### src/rtl/jogo_memoria_pkg.sv
// Shared types and helpers for the parametrised memory game: state codes,
// sequence-content rule and level-to-round-target mapping.
package jogo_memoria_pkg;

    typedef enum logic [3:0] {
        INICIAL     = 4'd0,
        PREPARA     = 4'd1,
        MOSTRA      = 4'd2,
        PAUSA       = 4'd3,
        ESPERA      = 4'd4,
        REGISTRA    = 4'd5,
        COMPARA     = 4'd6,
        PROX_JOGADA = 4'd7,
        PROX_RODADA = 4'd8,
        GANHOU      = 4'd9,
        PERDEU      = 4'd10,
        TIMEOUT     = 4'd11
    } estado_t;

    // Index of the lit button for bank b, address a.
    function automatic int seq_indice(input int endereco, input int banco, input int n_botoes);
        return (endereco * (banco + 1) + banco) % n_botoes;
    endfunction

    function automatic int alvo_rodadas(input logic nivel, input int prof);
        return nivel ? prof : prof / 2;
    endfunction

    function automatic int largura_banco(input int n_bancos);
        return (n_bancos > 1) ? $clog2(n_bancos) : 1;
    endfunction

endpackage

### src/rtl/jogo_memoria_parametrizado_if.sv
// Player-side bundle of the memory game: buttons, controls, LEDs, flags and
// debug taps. master = board/bench side, slave = game core.
interface jogo_memoria_parametrizado_if
    import jogo_memoria_pkg::*;
#(
    parameter int N_BOTOES = 4,
    parameter int PROF     = 16,
    parameter int N_BANCOS = 2
);
    localparam int MW = largura_banco(N_BANCOS);
    localparam int RW = $clog2(PROF);

    logic                jogar;
    logic [N_BOTOES-1:0] botoes;
    logic                nivel;
    logic [MW-1:0]       memoria;
    logic [N_BOTOES-1:0] leds;
    logic                ganhou;
    logic                perdeu;
    logic                timeout;
    logic                pronto;
    logic [3:0]          db_estado;
    logic [RW-1:0]       db_rodada;
    logic [RW-1:0]       db_endereco;

    modport master (
        output jogar, botoes, nivel, memoria,
        input  leds, ganhou, perdeu, timeout, pronto, db_estado, db_rodada, db_endereco
    );

    modport slave (
        input  jogar, botoes, nivel, memoria,
        output leds, ganhou, perdeu, timeout, pronto, db_estado, db_rodada, db_endereco
    );

endinterface

### src/rtl/banco_sequencias.sv
// Combinational sequence ROM: (bank, address) -> one-hot button word.
// Contents are elaboration-time constants, so this folds to a small mux tree.
module banco_sequencias
    import jogo_memoria_pkg::*;
#(
    parameter int N_BOTOES = 4,
    parameter int PROF     = 16,
    parameter int N_BANCOS = 2,
    localparam int MW      = largura_banco(N_BANCOS),
    localparam int RW      = $clog2(PROF)
)(
    input  logic [MW-1:0]       banco,
    input  logic [RW-1:0]       endereco,
    output logic [N_BOTOES-1:0] palavra
);
    localparam logic [N_BOTOES-1:0] UM = N_BOTOES'(1);

    logic [N_BOTOES-1:0] tabela [N_BANCOS][PROF];

    genvar gb, gi;
    generate
        for (gb = 0; gb < N_BANCOS; gb++) begin : g_banco
            for (gi = 0; gi < PROF; gi++) begin : g_endereco
                assign tabela[gb][gi] = UM << seq_indice(gi, gb, N_BOTOES);
            end
        end
    endgenerate

    always_comb begin
        palavra = '0;
        for (int b = 0; b < N_BANCOS; b++) begin
            if (banco == MW'(b)) begin
                palavra = tabela[b][endereco];
            end
        end
    end

endmodule

### src/rtl/jogo_memoria_parametrizado.sv
// Memory game core: LED playback, press capture with edge detection, compare,
// round/step counters and one shared timer for LED, pause and idle timeout.
module jogo_memoria_parametrizado
    import jogo_memoria_pkg::*;
#(
    parameter int N_BOTOES  = 4,
    parameter int PROF      = 16,
    parameter int N_BANCOS  = 2,
    parameter int T_LED     = 500,
    parameter int T_PAUSA   = 250,
    parameter int T_TIMEOUT = 3000
)(
    input  logic clock,
    input  logic reset,
    jogo_memoria_parametrizado_if.slave bus
);
    localparam int MW    = largura_banco(N_BANCOS);
    localparam int RW    = $clog2(PROF);
    localparam int T_MAX = (T_LED > T_PAUSA)
                         ? ((T_LED > T_TIMEOUT) ? T_LED : T_TIMEOUT)
                         : ((T_PAUSA > T_TIMEOUT) ? T_PAUSA : T_TIMEOUT);
    localparam int TW    = $clog2(T_MAX + 1);

    estado_t             estado_q,     estado_d;
    logic [RW-1:0]       rodada_q,     rodada_d;
    logic [RW-1:0]       endereco_q,   endereco_d;
    logic [TW-1:0]       timer_q,      timer_d;
    logic [MW-1:0]       banco_q,      banco_d;
    logic                nivel_q,      nivel_d;
    logic [N_BOTOES-1:0] jogada_q,     jogada_d;
    logic [N_BOTOES-1:0] botoes_q,     botoes_d;
    logic [N_BOTOES-1:0] botoes_ant_q, botoes_ant_d;

    logic [N_BOTOES-1:0] palavra_seq;
    logic [RW-1:0]       ultima_rodada;
    logic                pressionou;
    logic                acertou;

    banco_sequencias #(
        .N_BOTOES (N_BOTOES),
        .PROF     (PROF),
        .N_BANCOS (N_BANCOS)
    ) u_banco (
        .banco    (banco_q),
        .endereco (endereco_q),
        .palavra  (palavra_seq)
    );

    // A press is the first registered sample that is non-zero after an all-zero one.
    assign pressionou    = (botoes_q != '0) && (botoes_ant_q == '0);
    assign acertou       = (jogada_q == palavra_seq) && $onehot(jogada_q);
    assign ultima_rodada = RW'(alvo_rodadas(nivel_q, PROF) - 1);

    always_comb begin
        estado_d     = estado_q;
        rodada_d     = rodada_q;
        endereco_d   = endereco_q;
        timer_d      = timer_q;
        banco_d      = banco_q;
        nivel_d      = nivel_q;
        jogada_d     = jogada_q;
        botoes_d     = bus.botoes;
        botoes_ant_d = botoes_q;

        unique case (estado_q)
            INICIAL, GANHOU, PERDEU, TIMEOUT: begin
                if (bus.jogar) begin
                    estado_d = PREPARA;
                end
            end

            PREPARA: begin
                nivel_d    = bus.nivel;
                banco_d    = (int'(bus.memoria) < N_BANCOS) ? bus.memoria : '0;
                rodada_d   = '0;
                endereco_d = '0;
                timer_d    = '0;
                estado_d   = MOSTRA;
            end

            MOSTRA: begin
                if (timer_q == TW'(T_LED - 1)) begin
                    timer_d  = '0;
                    estado_d = PAUSA;
                end else begin
                    timer_d = timer_q + TW'(1);
                end
            end

            PAUSA: begin
                if (timer_q == TW'(T_PAUSA - 1)) begin
                    timer_d = '0;
                    if (endereco_q == rodada_q) begin
                        endereco_d = '0;
                        estado_d   = ESPERA;
                    end else begin
                        endereco_d = endereco_q + RW'(1);
                        estado_d   = MOSTRA;
                    end
                end else begin
                    timer_d = timer_q + TW'(1);
                end
            end

            // Press beats expiry when both land on the same cycle.
            ESPERA: begin
                if (pressionou) begin
                    jogada_d = botoes_q;
                    timer_d  = '0;
                    estado_d = REGISTRA;
                end else if (timer_q == TW'(T_TIMEOUT - 1)) begin
                    timer_d  = '0;
                    estado_d = TIMEOUT;
                end else begin
                    timer_d = timer_q + TW'(1);
                end
            end

            REGISTRA: begin
                estado_d = COMPARA;
            end

            COMPARA: begin
                timer_d = '0;
                if (!acertou) begin
                    estado_d = PERDEU;
                end else if (endereco_q != rodada_q) begin
                    estado_d = PROX_JOGADA;
                end else if (rodada_q == ultima_rodada) begin
                    estado_d = GANHOU;
                end else begin
                    estado_d = PROX_RODADA;
                end
            end

            PROX_JOGADA: begin
                if (timer_q == TW'(T_PAUSA - 1)) begin
                    timer_d    = '0;
                    endereco_d = endereco_q + RW'(1);
                    estado_d   = ESPERA;
                end else begin
                    timer_d = timer_q + TW'(1);
                end
            end

            PROX_RODADA: begin
                if (timer_q == TW'(T_PAUSA - 1)) begin
                    timer_d    = '0;
                    rodada_d   = rodada_q + RW'(1);
                    endereco_d = '0;
                    estado_d   = MOSTRA;
                end else begin
                    timer_d = timer_q + TW'(1);
                end
            end

            default: begin
                estado_d = INICIAL;
            end
        endcase
    end

    always_ff @(posedge clock or negedge reset) begin
        if (!reset) begin
            estado_q     <= INICIAL;
            rodada_q     <= '0;
            endereco_q   <= '0;
            timer_q      <= '0;
            banco_q      <= '0;
            nivel_q      <= 1'b0;
            jogada_q     <= '0;
            botoes_q     <= '0;
            botoes_ant_q <= '0;
        end else begin
            estado_q     <= estado_d;
            rodada_q     <= rodada_d;
            endereco_q   <= endereco_d;
            timer_q      <= timer_d;
            banco_q      <= banco_d;
            nivel_q      <= nivel_d;
            jogada_q     <= jogada_d;
            botoes_q     <= botoes_d;
            botoes_ant_q <= botoes_ant_d;
        end
    end

    // Only ESPERA echoes the live buttons; everything else decodes registered state.
    assign bus.leds        = (estado_q == ESPERA) ? bus.botoes
                           : (estado_q == MOSTRA) ? palavra_seq
                           : '0;
    assign bus.ganhou      = (estado_q == GANHOU);
    assign bus.perdeu      = (estado_q == PERDEU);
    assign bus.timeout     = (estado_q == TIMEOUT);
    assign bus.pronto      = (estado_q == GANHOU) || (estado_q == PERDEU) || (estado_q == TIMEOUT);
    assign bus.db_estado   = estado_q;
    assign bus.db_rodada   = rodada_q;
    assign bus.db_endereco = endereco_q;

endmodule

### src/flat_wrapper.sv
// flat-port wrapper written by rule: the top's interface ports become plain ports
module jogo_memoria_parametrizado_flat import jogo_memoria_pkg::*;
#(
    parameter int N_BOTOES  = 4,
    parameter int PROF      = 16,
    parameter int N_BANCOS  = 2,
    parameter int T_LED     = 500,
    parameter int T_PAUSA   = 250,
    parameter int T_TIMEOUT = 3000
)
  (clock, reset, bus_jogar, bus_botoes, bus_nivel, bus_memoria, bus_leds, bus_ganhou, bus_perdeu, bus_timeout, bus_pronto, bus_db_estado, bus_db_rodada, bus_db_endereco);
  jogo_memoria_parametrizado_if #(.N_BOTOES(N_BOTOES), .PROF(PROF), .N_BANCOS(N_BANCOS)) bus_i ();
  input  logic clock;
  input  logic reset;
  input wire logic [$bits(bus_i.jogar)-1:0] bus_jogar;
  input wire logic [$bits(bus_i.botoes)-1:0] bus_botoes;
  input wire logic [$bits(bus_i.nivel)-1:0] bus_nivel;
  input wire logic [$bits(bus_i.memoria)-1:0] bus_memoria;
  output wire logic [$bits(bus_i.leds)-1:0] bus_leds;
  output wire logic [$bits(bus_i.ganhou)-1:0] bus_ganhou;
  output wire logic [$bits(bus_i.perdeu)-1:0] bus_perdeu;
  output wire logic [$bits(bus_i.timeout)-1:0] bus_timeout;
  output wire logic [$bits(bus_i.pronto)-1:0] bus_pronto;
  output wire logic [$bits(bus_i.db_estado)-1:0] bus_db_estado;
  output wire logic [$bits(bus_i.db_rodada)-1:0] bus_db_rodada;
  output wire logic [$bits(bus_i.db_endereco)-1:0] bus_db_endereco;
  assign bus_i.jogar = bus_jogar;
  assign bus_i.botoes = bus_botoes;
  assign bus_i.nivel = bus_nivel;
  assign bus_i.memoria = bus_memoria;
  assign bus_leds = bus_i.leds;
  assign bus_ganhou = bus_i.ganhou;
  assign bus_perdeu = bus_i.perdeu;
  assign bus_timeout = bus_i.timeout;
  assign bus_pronto = bus_i.pronto;
  assign bus_db_estado = bus_i.db_estado;
  assign bus_db_rodada = bus_i.db_rodada;
  assign bus_db_endereco = bus_i.db_endereco;
  jogo_memoria_parametrizado #(.N_BOTOES(N_BOTOES), .PROF(PROF), .N_BANCOS(N_BANCOS), .T_LED(T_LED), .T_PAUSA(T_PAUSA), .T_TIMEOUT(T_TIMEOUT)) u_core (.clock(clock), .reset(reset), .bus(bus_i));
endmodule
### config.mk
export PLATFORM = sky130hd
export DESIGN_NAME = jogo_memoria_parametrizado_flat
export DESIGN_NICKNAME = d
export VERILOG_FILES = /design/src/rtl/jogo_memoria_pkg.sv /design/src/rtl/jogo_memoria_parametrizado_if.sv /design/src/rtl/banco_sequencias.sv /design/src/rtl/jogo_memoria_parametrizado.sv /design/src/flat_wrapper.sv
export SDC_FILE = /design/constraint.sdc
export NUM_CORES = 1
export LEC_CHECK = 0
export CAP_MARGIN = 15
export CORE_UTILIZATION = 50
export CTS_CLUSTER_SIZE = 30
export DETAILED_ROUTE_END_ITERATION = 16
export GPL_TIMING_DRIVEN = 1
export HOLD_SLACK_MARGIN = 0.03
export PLACE_DENSITY = 0.76
export SLEW_MARGIN = 0
export SYNTH_ARGS = -nofsm -noshare
export SYNTH_HDL_FRONTEND = slang
export SYNTH_SLANG_ARGS = --single-unit
### constraint.sdc
create_clock -name clock -period 2.2 [get_ports clock]
set_input_delay 0.33 -clock clock [delete_from_list [all_inputs] [get_ports clock]]
set_output_delay 0.33 -clock clock [all_outputs]
set_load 0.05 [all_outputs]
### Word-level counts from Yosys, hierarchy flattened

Memory sizes are Yosys's and may differ from the RTL's.
Cells that the tools add are included.

* flip-flop bits (word level): 38
* bits in read-only memories: 128
* input bits: 9
* output and inout port bits: 20
* logic and storage cells: 94
* memories kept: 2

* add/subtract/negate cells: 7
* magnitude comparators: 1
* equal/unequal tests: 25
* muxes and demuxes: 32
* bitwise operators: 1
* reduce and logical (&&, ||, !) cells: 17

Memories
* (name not given): depth 16, bits a word 4, rd ports 1, clocked after memory_dff 0, wr ports 0, RTL line banco_sequencias.sv:33 `palavra = tabela[b][endereco];`
* (name not given): depth 16, bits a word 4, rd ports 1, clocked after memory_dff 0, wr ports 0, RTL line banco_sequencias.sv:33

Operators by type and width (number)
* 4-bit two-way mux: 22
* 12-bit two-way mux: 4
* 12-bit one-hot mux with 4 select lines: 1
* 4-bit one-hot mux with 9 select lines: 1
* 4-bit by 3-bit == test with 1-bit output, second input constant: 4
* 4-bit == test, second input constant: 4
* 4-bit one-hot mux with 4 select lines: 1
* 12-bit by 1-bit adder with 12-bit output, second input constant: 1
* 12-bit == test, second input constant: 1
* 12-bit by 8-bit == test with 1-bit output, second input constant: 1
* 12-bit by 9-bit == test with 1-bit output, second input constant: 1
* 4-bit == test: 3
* 4-bit nonzero test: 3
* 4-bit by 1-bit adder with 4-bit output, second input constant: 2
* 4-bit by 2-bit == test with 1-bit output, second input constant: 2
* 4-bit logical NOT: 2
* 2-bit by 1-bit inequality test with 1-bit output, second input constant: 4
* 4-bit one-hot mux with 2 select lines: 1
* 6-bit AND reduction: 1
* 5-bit greater-or-equal comparator, second input constant: 1
* 4-bit NOT with 5-bit output: 1
* 1-bit by 1-bit adder with 2-bit output: 2
* 4-bit by 1-bit == test with 1-bit output, second input constant: 1
* 4-bit inequality test: 1
* other kinds (15): 18

### Longest topological paths before layout

Gate-level depths: netlist (run 1).

* word-level depth: 9
* depth in mapped cells: 9
* gate-level depth less buffers: 8

### Cells and area by module

Synthesis (run 1) repeated with hierarchy kept, for this count alone.

* cell total of the unflattened synthesis: 258
* area, all modules: 2413.6 um^2

Modules (own cells, without submodules)
* jogo_memoria_parametrizado: instances 1, cells an instance 253, area each 2373.5 um^2, sequential area each 950.9 um^2
* banco_sequencias: instances 1, cells an instance 5, area each 40.0 um^2, sequential area each 0.0 um^2

### Worst setup path before layout (run 1)

OpenSTA, ideal clock, no wires.

* path type: flip-flop to flip-flop
* start point: register u_core.endereco_q[0], in the netlist u_core.bus.db_endereco[0]
* end point: register u_core.estado_q[1], in the netlist u_core.bus.db_estado[1]
* library setup time: 121 ps
* data arrival time: 2213 ps
* data required time: 2079 ps
* slack: -134 ps
* stages on the path, launching flop included: 9
* buffers on the path: 1
* clock period less this slack: 2334 ps
* cells stage by stage: dfrtp_1 -> clkbuf_1 -> inv_1 -> ha_1 -> xor2_1 -> o32ai_1 -> o2111ai_1 -> a21o_1 -> a22o_2

* cells in the longest elaborated chain, start to end: 9
* elaborated cells on any way between the ends: 17
* those cells by class: 3 x eq/ne; 10 x mux; 1 x bitwise; 1 x reduce/logical; 2 x memory

Ends and longest elaborated chain
* start, declared: RTL line jogo_memoria_parametrizado.sv:26 `logic [RW-1:0] endereco_q, endereco_d;`
* start signal, assigned: RTL line jogo_memoria_parametrizado.sv:177 `endereco_q <= endereco_d;`
* 4-bit NOT with 5-bit output (not written as such): RTL line banco_sequencias.sv:33
* memory read 16 x 4 bit
* 4-bit two-way mux (not written as such) (2 in a row): RTL line banco_sequencias.sv:33
* 4-bit two-way mux: RTL line banco_sequencias.sv:32 `if (banco == MW'(b)) begin`
* 4-bit == test: RTL line jogo_memoria_parametrizado.sv:51 `assign acertou = (jogada_q == palavra_seq) && $onehot(jogada_q);`
* 1-bit logical AND: RTL line jogo_memoria_parametrizado.sv:51
* 4-bit two-way mux: RTL line jogo_memoria_parametrizado.sv:125 `if (!acertou) begin`
* 4-bit one-hot mux with 9 select lines (*): RTL line jogo_memoria_parametrizado.sv:65 `unique case (estado_q)`
* end signal, assigned: RTL line jogo_memoria_parametrizado.sv:175 `estado_q <= estado_d;`
* end, declared: RTL line jogo_memoria_parametrizado.sv:24 `estado_t estado_q, estado_d;`

Every way passes the cells marked *; elsewhere a longest branch is shown, timed or not. The select of a mux whose other input is x is not followed.
A chain may end at the register's enable or synchronous reset.

### Worst setup path after layout (run 1)

* start point: register u_core.jogada_q[3]
* end point: register u_core.estado_q[1], in the netlist u_core.bus.db_estado[1]

* cells in the longest elaborated chain, start to end: 6
* elaborated cells on any way between the ends: 7
* those cells by class: 2 x add/sub; 2 x eq/ne; 2 x mux; 1 x reduce/logical

Ends and longest elaborated chain
* start, declared: RTL line jogo_memoria_parametrizado.sv:30 `logic [N_BOTOES-1:0] jogada_q, jogada_d;`
* start signal, assigned: RTL line jogo_memoria_parametrizado.sv:181 `jogada_q <= jogada_d;`
* 1-bit by 1-bit adder with 2-bit output (not written as such): RTL line jogo_memoria_parametrizado.sv:51
* 3-bit adder (not written as such): RTL line jogo_memoria_parametrizado.sv:51
* 3-bit by 1-bit == test with 1-bit output: RTL line jogo_memoria_parametrizado.sv:51
* 1-bit logical AND (*): RTL line jogo_memoria_parametrizado.sv:51
* 4-bit two-way mux (*): RTL line jogo_memoria_parametrizado.sv:125
* 4-bit one-hot mux with 9 select lines (*): RTL line jogo_memoria_parametrizado.sv:65

Every way passes the cells marked *; elsewhere a longest branch is shown, timed or not.

==> out/metrics.csv, run 1 <==
stage;metric;value;unit
global_route;vias in the first global route;1917;
critical_path;crit end category;flip-flop;
final_layout;number of fill cells in the layout;327;
critical_path;Setup CP Type;flip-flop to flip-flop;
yosys;EDFF count, synth;0;
global_route;Total Routing Usage GR;23.9;%
power;PD cells;1280;nW/µm²
clocking;root buf cell;clkbuf_8;
critical_path;Arr. time, crit path;2.46;ns
final_layout;multi-input logic area;1440;µm²
sta;Fin. Hold Viols;0;
final_layout;most frequent cells in the layout;dfrtp_1, buf_4, nor2_1;
power;Comb pwr share;57.6;%
yosys;largest cells by area after synthesis;dfrtp_1, ha_1, xnor2_1;
clocking;# clock sinks;38;
clocking;CTS Buffer Depth;2;
status;failing checks;DRC, setup timing;
final_layout;share of cells above drive strength 1;28.2;%
yosys;Async SR Flop Fraction;100;%
place;Placed Cells;334;
global_route;initial antenna violation count;0;
floorplanning;Ports;29;
place;DP HPWL;4010;µm
power;Psw;1.78;mW
final_layout;final core utilization;70.1;%
floorplanning;die area;5070;µm²
final_layout;antenna fix cells;0;
critical_path;CP peak stage delay;0.46;ns
drt;antenna-violating nets left;0;
drt;Vias;1992;
critical_path;CP bufs+invs;0;
sta;RSZ-0062 raised after global routing;true;
critical_path;worst-path maximum fanout;4;
final_layout;design area;3140;µm²
sta;crit share post-route;103;%
sta;Fin Hold WS;0.113;ns
yosys;post-synthesis cell area;2400;µm²
critical_path;CP delay by family, top;adder cells;
drt;DR WL/cell;16.2;µm
yosys;Ys Warns;0;
critical_path;crit-path cells;ha_1 -> ha_2 -> fa_1 -> nor3b_2 -> o2111ai_2 -> a21o_1 -> a22o_2;
clocking;Skew-Pair Late Insertion Delay;0.30;ns
yosys;Netlist cell types;55;
sta;worst slew pin tran;0.829;ns
power;Lkg Pwr;1.31;nW
yosys;top-area cell type share of the netlist area;39.7;%
power;Total Power;4.00;mW
place;Placed Area;2960;µm²
drt;routed wire length;5550;µm
power;sequential share of power;27.2;%
sta;Slew Limit Fails;0;
final_layout;fin cells;343;
floorplanning;core footprint;4470;µm²
clocking;TritonCTS clock tree;built;
clocking;Inserted Clock Buffers;5;
yosys;Syn Nets;260;
floorplanning;Die X;71.2;µm
yosys;Mapped Avg Cell Area;9.98;µm²
place;PortBufs;28;
sta;minimum clock period;2.26;ns
clocking;htree depth;2;
place;global placer's final weighted congestion;0.888;
run;max cap viols;0;
floorplanning;Die Height;71.2;µm
global_route;first-pass GRT wire length;9400;µm
yosys;Mapped Cells;240;
final_layout;Register Area;956;µm²
sta;Total Neg Setup Slack;-0.0806;ns
sta;clk_skew;0.00870;ns
final_layout;most common cell after layout, fill and taps aside;dfrtp_1;
status;status;finished, violations left;
clocking;CTS clock-pin slew for the worst setup and hold paths;0.08;ns
final_layout;Layout area overhead;30.9;%
critical_path;crit path launch type;flip-flop;
global_route;grt ovf;0;
sta;FMAX;443;MHz
yosys;sequential area share after synthesis;39.7;%
floorplanning;Std-Cell Rows;24;
yosys;top_reg_cell synth;dfrtp_1;
global_route;largest net degree at the start of global routing;39;
drt;drt first pass iters;10;
yosys;largest area contributor in the netlist;dfrtp_1;
sta;# setup viols final;2;
sta;slew margin rel.;44.7;%
sta;final setup margin;-0.0582;ns
drt;DRC errors left;1;
power;Peak VDD IR;0.000690;V
place;DP Worst Slack;-0.0663;ns
critical_path;CP max stage cell;fa_1;
power;Sw Ratio;44.5;%
yosys;Synth Register Bits;38;
drt;vias per cell;5.81;
drt;initial drt markers;133;
worst_hold_path;hold crit path type;input port to async pin;
power;Cell Int Power;2.22;mW
final_layout;Final nets;310;
floorplanning;Initial Utilization;53.6;%
power;Clock Power Share;15.2;%
critical_path;WP data required;2.40;ns
-- Yosys cell counts, types with 6 or more instances --
cell	instances
mux2_2	8
a21oi_1	8
dfrtp_1	38
nand2b_1	8
nand2_1	20
xnor2_1	12
o21ai_0	9
nor3_1	6
nor2_1	22
nand3_1	9
ha_1	10
inv_1	8
-- metal layers --
| layer | wire (µm) | GRT usage [%] | share of wire (%) |
|---|---|---|---|
| met4 | 83 | 7.56 | 1.5 |
| met1 | 2680 | 33.6 | 48 |
| met3 | 266 | 5.34 | 4.8 |
| met2 | 2510 | 36.9 | 45 |
| met5 | 0 | 0 | 0 |
-- flip-flops by register name, summed over array words and instances, names as in the netlist, 4 cells and up --
name                    cells
u_core.jogada_q             4
u_core.bus.db_endereco      4
u_core.bus.db_rodada        4
u_core.botoes_ant_d         4
u_core.timer_q             12
u_core.bus.db_estado        4
u_core.botoes_ant_q         4
-- area by class of cell --
class / count / share of cell area (%)
Tap cell: 52 / 2.08
Inverter: 8 / 0.958
Timing Repair Buffer: 51 / 16.8
Multi-Input combinational cell: 186 / 46.0
Sequential cell: 38 / 30.5
Clock buffer: 5 / 2.19
Clock inverter: 3 / 1.44
-- logic make-up (layout without fill, tap and decap cells) --
group                      after synthesis  after routing  share of synthesized area, %
adders and majority gates               11             11                          6.06
buffers and inverters                   16             67                          2.66
and+or+nand+nor                         94             94                          23.5
DFF                                     38             38                          39.7
AOI/OAI and AO/OA                       54             54                          17.3
xor gates and xnor gates                17             17                          6.21
muxes                                   10             10                          4.60
-- worst paths after layout --
| kind | start | to | slack (ns) | cells after the start |
|---|---|---|---|---|
| max in group asynchronous | reset | u_core.bus.db_estado[3]$_DFFE_PN0P_ | 1.50 | 1 |
| worst max register to register | u_core.jogada_q[3]$_DFFE_PN0P_ | u_core.bus.db_estado[1]$_DFFE_PN0P_ | -0.06 | 7 |
| min in group clock | u_core.botoes_ant_d[0]$_DFF_PN0_ | u_core.botoes_ant_q[0]$_DFF_PN0_ | 0.43 | 0 |
| worst max-delay path | u_core.jogada_q[3]$_DFFE_PN0P_ | u_core.bus.db_estado[1]$_DFFE_PN0P_ | -0.06 | 7 |
| worst min register to register | u_core.botoes_ant_d[0]$_DFF_PN0_ | u_core.botoes_ant_q[0]$_DFF_PN0_ | 0.43 | 0 |
| worst min-delay path | reset | u_core.bus.db_endereco[2]$_DFFE_PN0P_ | 0.11 | 1 |
-- power by group through the flow --
stage / sequential [mW] / combinational (mW) / clock (mW)
global placement: 1.08 / 2.16 / 0
detailed placement: 1.09 / 2.20 / 0
global route: 1.11 / 2.49 / 0.640
CTS: 1.08 / 2.25 / 0.617
finish: 1.09 / 2.30 / 0.609
floorplan: 1.16 / 1.38 / 0
-- timing repair --
item                                    in CTS  in global routing
gates cloned                                 0                  0
setup buffers                                0                  1
gates resized for setup                      4                  9
pin swaps                                    7                  7
endpoints found under the setup margin       5                 14
hold endpoints to repair                     0                  0
hold buffers                                 0                  0
Note: power is estimated with default switching activity, not from simulation.
==> run 2: changes to the inputs <==
--- a/config.mk
+++ b/config.mk
@@ -9,6 +9,7 @@
 export CORE_UTILIZATION = 50
 export CTS_CLUSTER_SIZE = 30
 export DETAILED_ROUTE_END_ITERATION = 16
+export GPL_ROUTABILITY_DRIVEN = 0
 export GPL_TIMING_DRIVEN = 1
 export HOLD_SLACK_MARGIN = 0.03
 export PLACE_DENSITY = 0.76
@@ -16,3 +17,4 @@
 export SYNTH_ARGS = -nofsm -noshare
 export SYNTH_HDL_FRONTEND = slang
 export SYNTH_SLANG_ARGS = --single-unit
+export TNS_END_PERCENT = 10
==> out/metrics.csv, run 2 (synthesis gave the netlist of run 1 again) <==
stage;metric;value;unit
run;max cap viols;0;
clocking;htree depth;2;
global_route;Total Routing Usage GR;24.4;%
power;Total Power;4.10;mW
power;PD cells;1300;nW/µm²
drt;antenna-violating nets left;0;
critical_path;worst-path maximum fanout;4;
sta;minimum clock period;2.27;ns
floorplanning;Die Height;71.2;µm
drt;vias per cell;5.78;
critical_path;crit end category;flip-flop;
clocking;# clock sinks;38;
sta;FMAX;440;MHz
critical_path;crit-path cells;ha_1 -> ha_2 -> fa_1 -> nor3b_2 -> o2111ai_2 -> a21o_1 -> a22o_2;
sta;Slew Limit Fails;0;
drt;Vias;1993;
critical_path;Arr. time, crit path;2.46;ns
final_layout;Register Area;955;µm²
clocking;CTS clock-pin slew for the worst setup and hold paths;0.08;ns
critical_path;crit path launch type;flip-flop;
sta;worst slew pin tran;0.845;ns
clocking;root buf cell;clkbuf_8;
sta;# setup viols final;3;
final_layout;Layout area overhead;31.5;%
sta;RSZ-0062 raised after global routing;true;
critical_path;CP delay by family, top;adder cells;
sta;clk_skew;0.00516;ns
final_layout;most frequent cells in the layout;dfrtp_1, buf_4, nor2_1;
drt;drt first pass iters;10;
clocking;Skew-Pair Late Insertion Delay;0.29;ns
final_layout;final core utilization;70.4;%
status;status;finished, violations left;
critical_path;slack of the worst reg-to-reg path;-0.07;ns
final_layout;Final nets;312;
global_route;vias in the first global route;2015;
final_layout;max FFs per register;12;
clocking;TritonCTS clock tree;built;
final_layout;fin cells;345;
critical_path;WP data required;2.39;ns
sta;crit share post-route;103;%
final_layout;most common cell after layout, fill and taps aside;dfrtp_1;
status;failing checks;DRC, setup timing;
final_layout;share of cells above drive strength 1;27.6;%
place;Placed Area;2970;µm²
floorplanning;Die X;71.2;µm
global_route;largest net degree at the start of global routing;39;
clocking;CTS Buffer Depth;2;
sta;Fin. Hold Viols;0;
sta;slew margin rel.;43.7;%
floorplanning;Std-Cell Rows;24;
critical_path;CP max stage cell;fa_1;
final_layout;register bank with the most flops;u_core.timer_q;
critical_path;CP bufs+invs;0;
drt;DRC errors left;2;
drt;routed wire length;5660;µm
sta;Total Neg Setup Slack;-0.126;ns
sta;Fin Hold WS;0.132;ns
critical_path;Setup CP Type;flip-flop to flip-flop;
place;Placed Cells;336;
floorplanning;core footprint;4470;µm²
final_layout;antenna fix cells;0;
drt;DR WL/cell;16.4;µm
place;PortBufs;28;
final_layout;design area;3150;µm²
floorplanning;Ports;29;
global_route;initial antenna violation count;0;
drt;initial drt markers;94;
place;DP HPWL;4200;µm
floorplanning;die area;5070;µm²
final_layout;multi-input logic area;1420;µm²
global_route;first-pass GRT wire length;9610;µm
power;Lkg Pwr;1.34;nW
critical_path;CP peak stage delay;0.45;ns
power;Peak VDD IR;0.000651;V
sta;final setup margin;-0.0738;ns
place;DP Worst Slack;-0.139;ns
global_route;grt ovf;0;
clocking;Inserted Clock Buffers;5;
final_layout;number of fill cells in the layout;342;
worst_hold_path;hold crit path type;input port to async pin;
floorplanning;Initial Utilization;53.6;%
-- run 2: cell count changes in the layout (fill, tap and decap cells not counted), sizes merged --
cell	change
clkinv	+1
buf	+3
bufinv	+1
clkinvlp	-2
clkdlybuf4s50	-1
-- run 2: layout make-up --
| type | count | area share (%) |
|---|---|---|
| multi-input cells | 186 | 45.2 |
| flip-flops and latches | 38 | 30.3 |
| repair buffers | 53 | 17.1 |
| inverters | 8 | 0.953 |
| well taps | 52 | 2.06 |
| clock buffers | 5 | 2.18 |
| clock inverters | 3 | 2.18 |
-- run 2: worst paths after layout --
| check | depth (start not counted) | to | from |
|---|---|---|---|
| worst min-delay path | 1 | u_core.bus.db_endereco[1]$_DFFE_PN0P_ | reset |
| worst max-delay path | 7 | u_core.bus.db_estado[1]$_DFFE_PN0P_ | u_core.jogada_q[2]$_DFFE_PN0P_ |
| worst max register to register | 7 | u_core.bus.db_estado[1]$_DFFE_PN0P_ | u_core.jogada_q[2]$_DFFE_PN0P_ |
| worst min register to register | 0 | u_core.botoes_ant_q[1]$_DFF_PN0_ | u_core.botoes_ant_d[1]$_DFF_PN0_ |
| max in group asynchronous | 1 | u_core.bus.db_estado[0]$_DFFE_PN0P_ | reset |
| min in group clock | 0 | u_core.botoes_ant_q[1]$_DFF_PN0_ | u_core.botoes_ant_d[1]$_DFF_PN0_ |
-- run 2: worst reg2reg max path: cells and delay by family (launching register included) --
family	cells	cell delay, ns
flip-flops	1	0.40
adder cells (fa/ha/maj)	3	0.94
AND/OR/NAND/NOR	1	0.23
AO/OA/AOI/OAI	3	0.59
-- run 2: report_power, final --
group,switching [mW],leakage [nW],internal [mW]
sequential,0.224,0.490,0.842
combinational,1.27,0.784,1.04
clock,0.262,0.0683,0.454
total,1.76,1.34,2.34
-- run 2: routing by layer --
layer / part of all wire, % / GRT usage (%) / wire, µm
met4: 1.6 / 8.00 / 93
met3: 3.3 / 4.50 / 185
met1: 48 / 33.4 / 2740
met2: 47 / 39.4 / 2640
met5: 0 / 0 / 0
-- run 2: timing repair --
item                                    4_1_cts  5_1_grt
buffers inserted                              0        1
endpoints found under the setup margin        3       17
pin swaps                                     6        4
hold endpoints to repair                      0        0
gates resized for setup                       4        5
hold buffers                                  0        0
gates cloned                                  0        0
==> run 3: changes to the inputs <==
--- a/config.mk
+++ b/config.mk
@@ -13,6 +13,7 @@
 export GPL_TIMING_DRIVEN = 1
 export HOLD_SLACK_MARGIN = 0.03
 export PLACE_DENSITY = 0.76
+export SKIP_CTS_REPAIR_TIMING = 1
 export SLEW_MARGIN = 0
 export SYNTH_ARGS = -nofsm -noshare
 export SYNTH_HDL_FRONTEND = slang
==> out/metrics.csv, run 3 (synthesis gave the netlist of run 1 again) <==
stage;metric;value;unit
global_route;grt ovf;0;
sta;crit share post-route;102;%
floorplanning;Die X;71.2;µm
place;PortBufs;28;
drt;antenna-violating nets left;0;
drt;routed wire length;5660;µm
clocking;# clock sinks;38;
power;Cell Int Power;2.34;mW
power;Sw Ratio;42.9;%
final_layout;final core utilization;70.4;%
drt;DR WL/cell;16.4;µm
power;Peak VDD IR;0.000651;V
sta;clk_skew;0.00386;ns
floorplanning;Initial Utilization;53.6;%
critical_path;crit-path cells;ha_1 -> ha_2 -> fa_1 -> nor3b_2 -> o2111ai_2 -> a21o_1 -> a22o_2;
drt;vias per cell;5.77;
final_layout;number of fill cells in the layout;342;
critical_path;Setup CP Type;flip-flop to flip-flop;
drt;initial drt markers;88;
final_layout;register bank with the most flops;u_core.timer_q;
clocking;CTS Buffer Depth;2;
drt;Met1 Wirelength;2670;µm
sta;FMAX;444;MHz
floorplanning;die area;5070;µm²
drt;DRC errors left;2;
sta;# setup viols final;2;
power;sequential share of power;26.0;%
final_layout;max FFs per register;12;
global_route;Total Routing Usage GR;24.4;%
power;Clock Power Share;17.5;%
critical_path;crit path launch type;flip-flop;
critical_path;CP peak stage delay;0.45;ns
sta;final setup margin;-0.0540;ns
sta;RSZ-0062 raised after global routing;true;
global_route;largest net degree at the start of global routing;39;
clocking;htree depth;2;
critical_path;CP max stage cell;fa_1;
sta;Fin. Hold Viols;0;
sta;Slew Limit Fails;0;
critical_path;crit end category;flip-flop;
floorplanning;core footprint;4470;µm²
power;Comb pwr share;56.5;%
status;status;finished, violations left;
status;failing checks;DRC, setup timing;
run;max cap viols;0;
final_layout;most frequent cells in the layout;dfrtp_1, buf_4, nor2_1;
drt;Vias;1990;
sta;slew margin rel.;43.5;%
critical_path;Arr. time, crit path;2.44;ns
place;DP HPWL;4200;µm
final_layout;multi-input logic area;1420;µm²
power;PD cells;1300;nW/µm²
floorplanning;Die Height;71.2;µm
floorplanning;Ports;29;
sta;minimum clock period;2.25;ns
drt;Met2 Routed Length;2650;µm
drt;Met3 Wirelength;249;µm
clocking;Inserted Clock Buffers;5;
power;Lkg Pwr;1.34;nW
final_layout;most common cell after layout, fill and taps aside;dfrtp_1;
sta;worst slew pin tran;0.848;ns
final_layout;Final nets;312;
place;Placed Cells;336;
final_layout;antenna fix cells;0;
final_layout;fin cells;345;
sta;Total Neg Setup Slack;-0.0807;ns
place;DP Worst Slack;-0.139;ns
clocking;root buf cell;clkbuf_8;
final_layout;Layout area overhead;31.5;%
worst_hold_path;hold crit path type;input port to async pin;
global_route;vias in the first global route;2014;
global_route;first-pass GRT wire length;9600;µm
power;Total Power;4.10;mW
critical_path;worst-path maximum fanout;4;
drt;drt first pass iters;10;
global_route;initial antenna violation count;0;
clocking;Skew-Pair Late Insertion Delay;0.29;ns
clocking;TritonCTS clock tree;built;
clocking;CTS clock-pin slew for the worst setup and hold paths;0.08;ns
critical_path;WP data required;2.38;ns
drt;DR top layer;met4;
final_layout;share of cells above drive strength 1;27.6;%
power;Psw;1.76;mW
final_layout;Register Area;955;µm²
floorplanning;Std-Cell Rows;24;
## run 3: cell counts in the layout (fill, tap and decap cells not counted)
Identical to the previous run, type by type.
## run 3: path summary, 6_finish.rpt
check                                                        end  depth (start not counted)  slack, ns                        startpoint
hold / removal             u_core.bus.db_endereco[1]$_DFFE_PN0P_                          1       0.13                             reset
min in group clock              u_core.botoes_ant_q[1]$_DFF_PN0_                          0       0.43  u_core.botoes_ant_d[1]$_DFF_PN0_
max in group asynchronous    u_core.bus.db_estado[0]$_DFFE_PN0P_                          1       1.47                             reset
setup / recovery             u_core.bus.db_estado[1]$_DFFE_PN0P_                          7      -0.05    u_core.jogada_q[1]$_DFFE_PN0P_
setup reg to reg             u_core.bus.db_estado[1]$_DFFE_PN0P_                          7      -0.05    u_core.jogada_q[1]$_DFFE_PN0P_
hold reg to reg                 u_core.botoes_ant_q[1]$_DFF_PN0_                          0       0.43  u_core.botoes_ant_d[1]$_DFF_PN0_
## run 3: layer usage
metal  GRT usage, %  up-vias
met1           33.3      955
met5              0        -
met2           39.4       57
met3           4.50       11
met4           8.00        0
li1               -      967
## run 3: final cells by class
class	instances	share of cell area, %
Clock buffer	5	2.18
Sequential cell	38	30.3
Inverter	8	0.953
Clock inverter	3	2.18
Timing Repair Buffer	53	17.1
Tap cell	52	2.06
Multi-Input combinational cell	186	45.2
## run 3: power by group through the flow
stage	Clock (mW)	Combinational (mW)	Sequential (mW)
CTS	0.724	2.26	1.06
finish	0.715	2.32	1.07
global route	0.749	2.49	1.09
global placement	0	2.19	1.06
detailed placement	0	2.24	1.07
floorplan	0	1.38	1.15
## run 3: per-stage QoR
stage	hold slack [ns]	cell area, µm²
floorplan	0.0344	2410
global placement	0.389	2970
detailed placement	0.397	2970
CTS	0.173	3110
global route	0.187	3150
finish	0.133	3150
## run 3: critical path, delay by kind of cell, from the launching register on
family | cells | cell delay [ns]
fa+ha+maj | 3 | 0.95
compound gates | 3 | 0.59
flops | 1 | 0.39
simple gates | 1 | 0.20
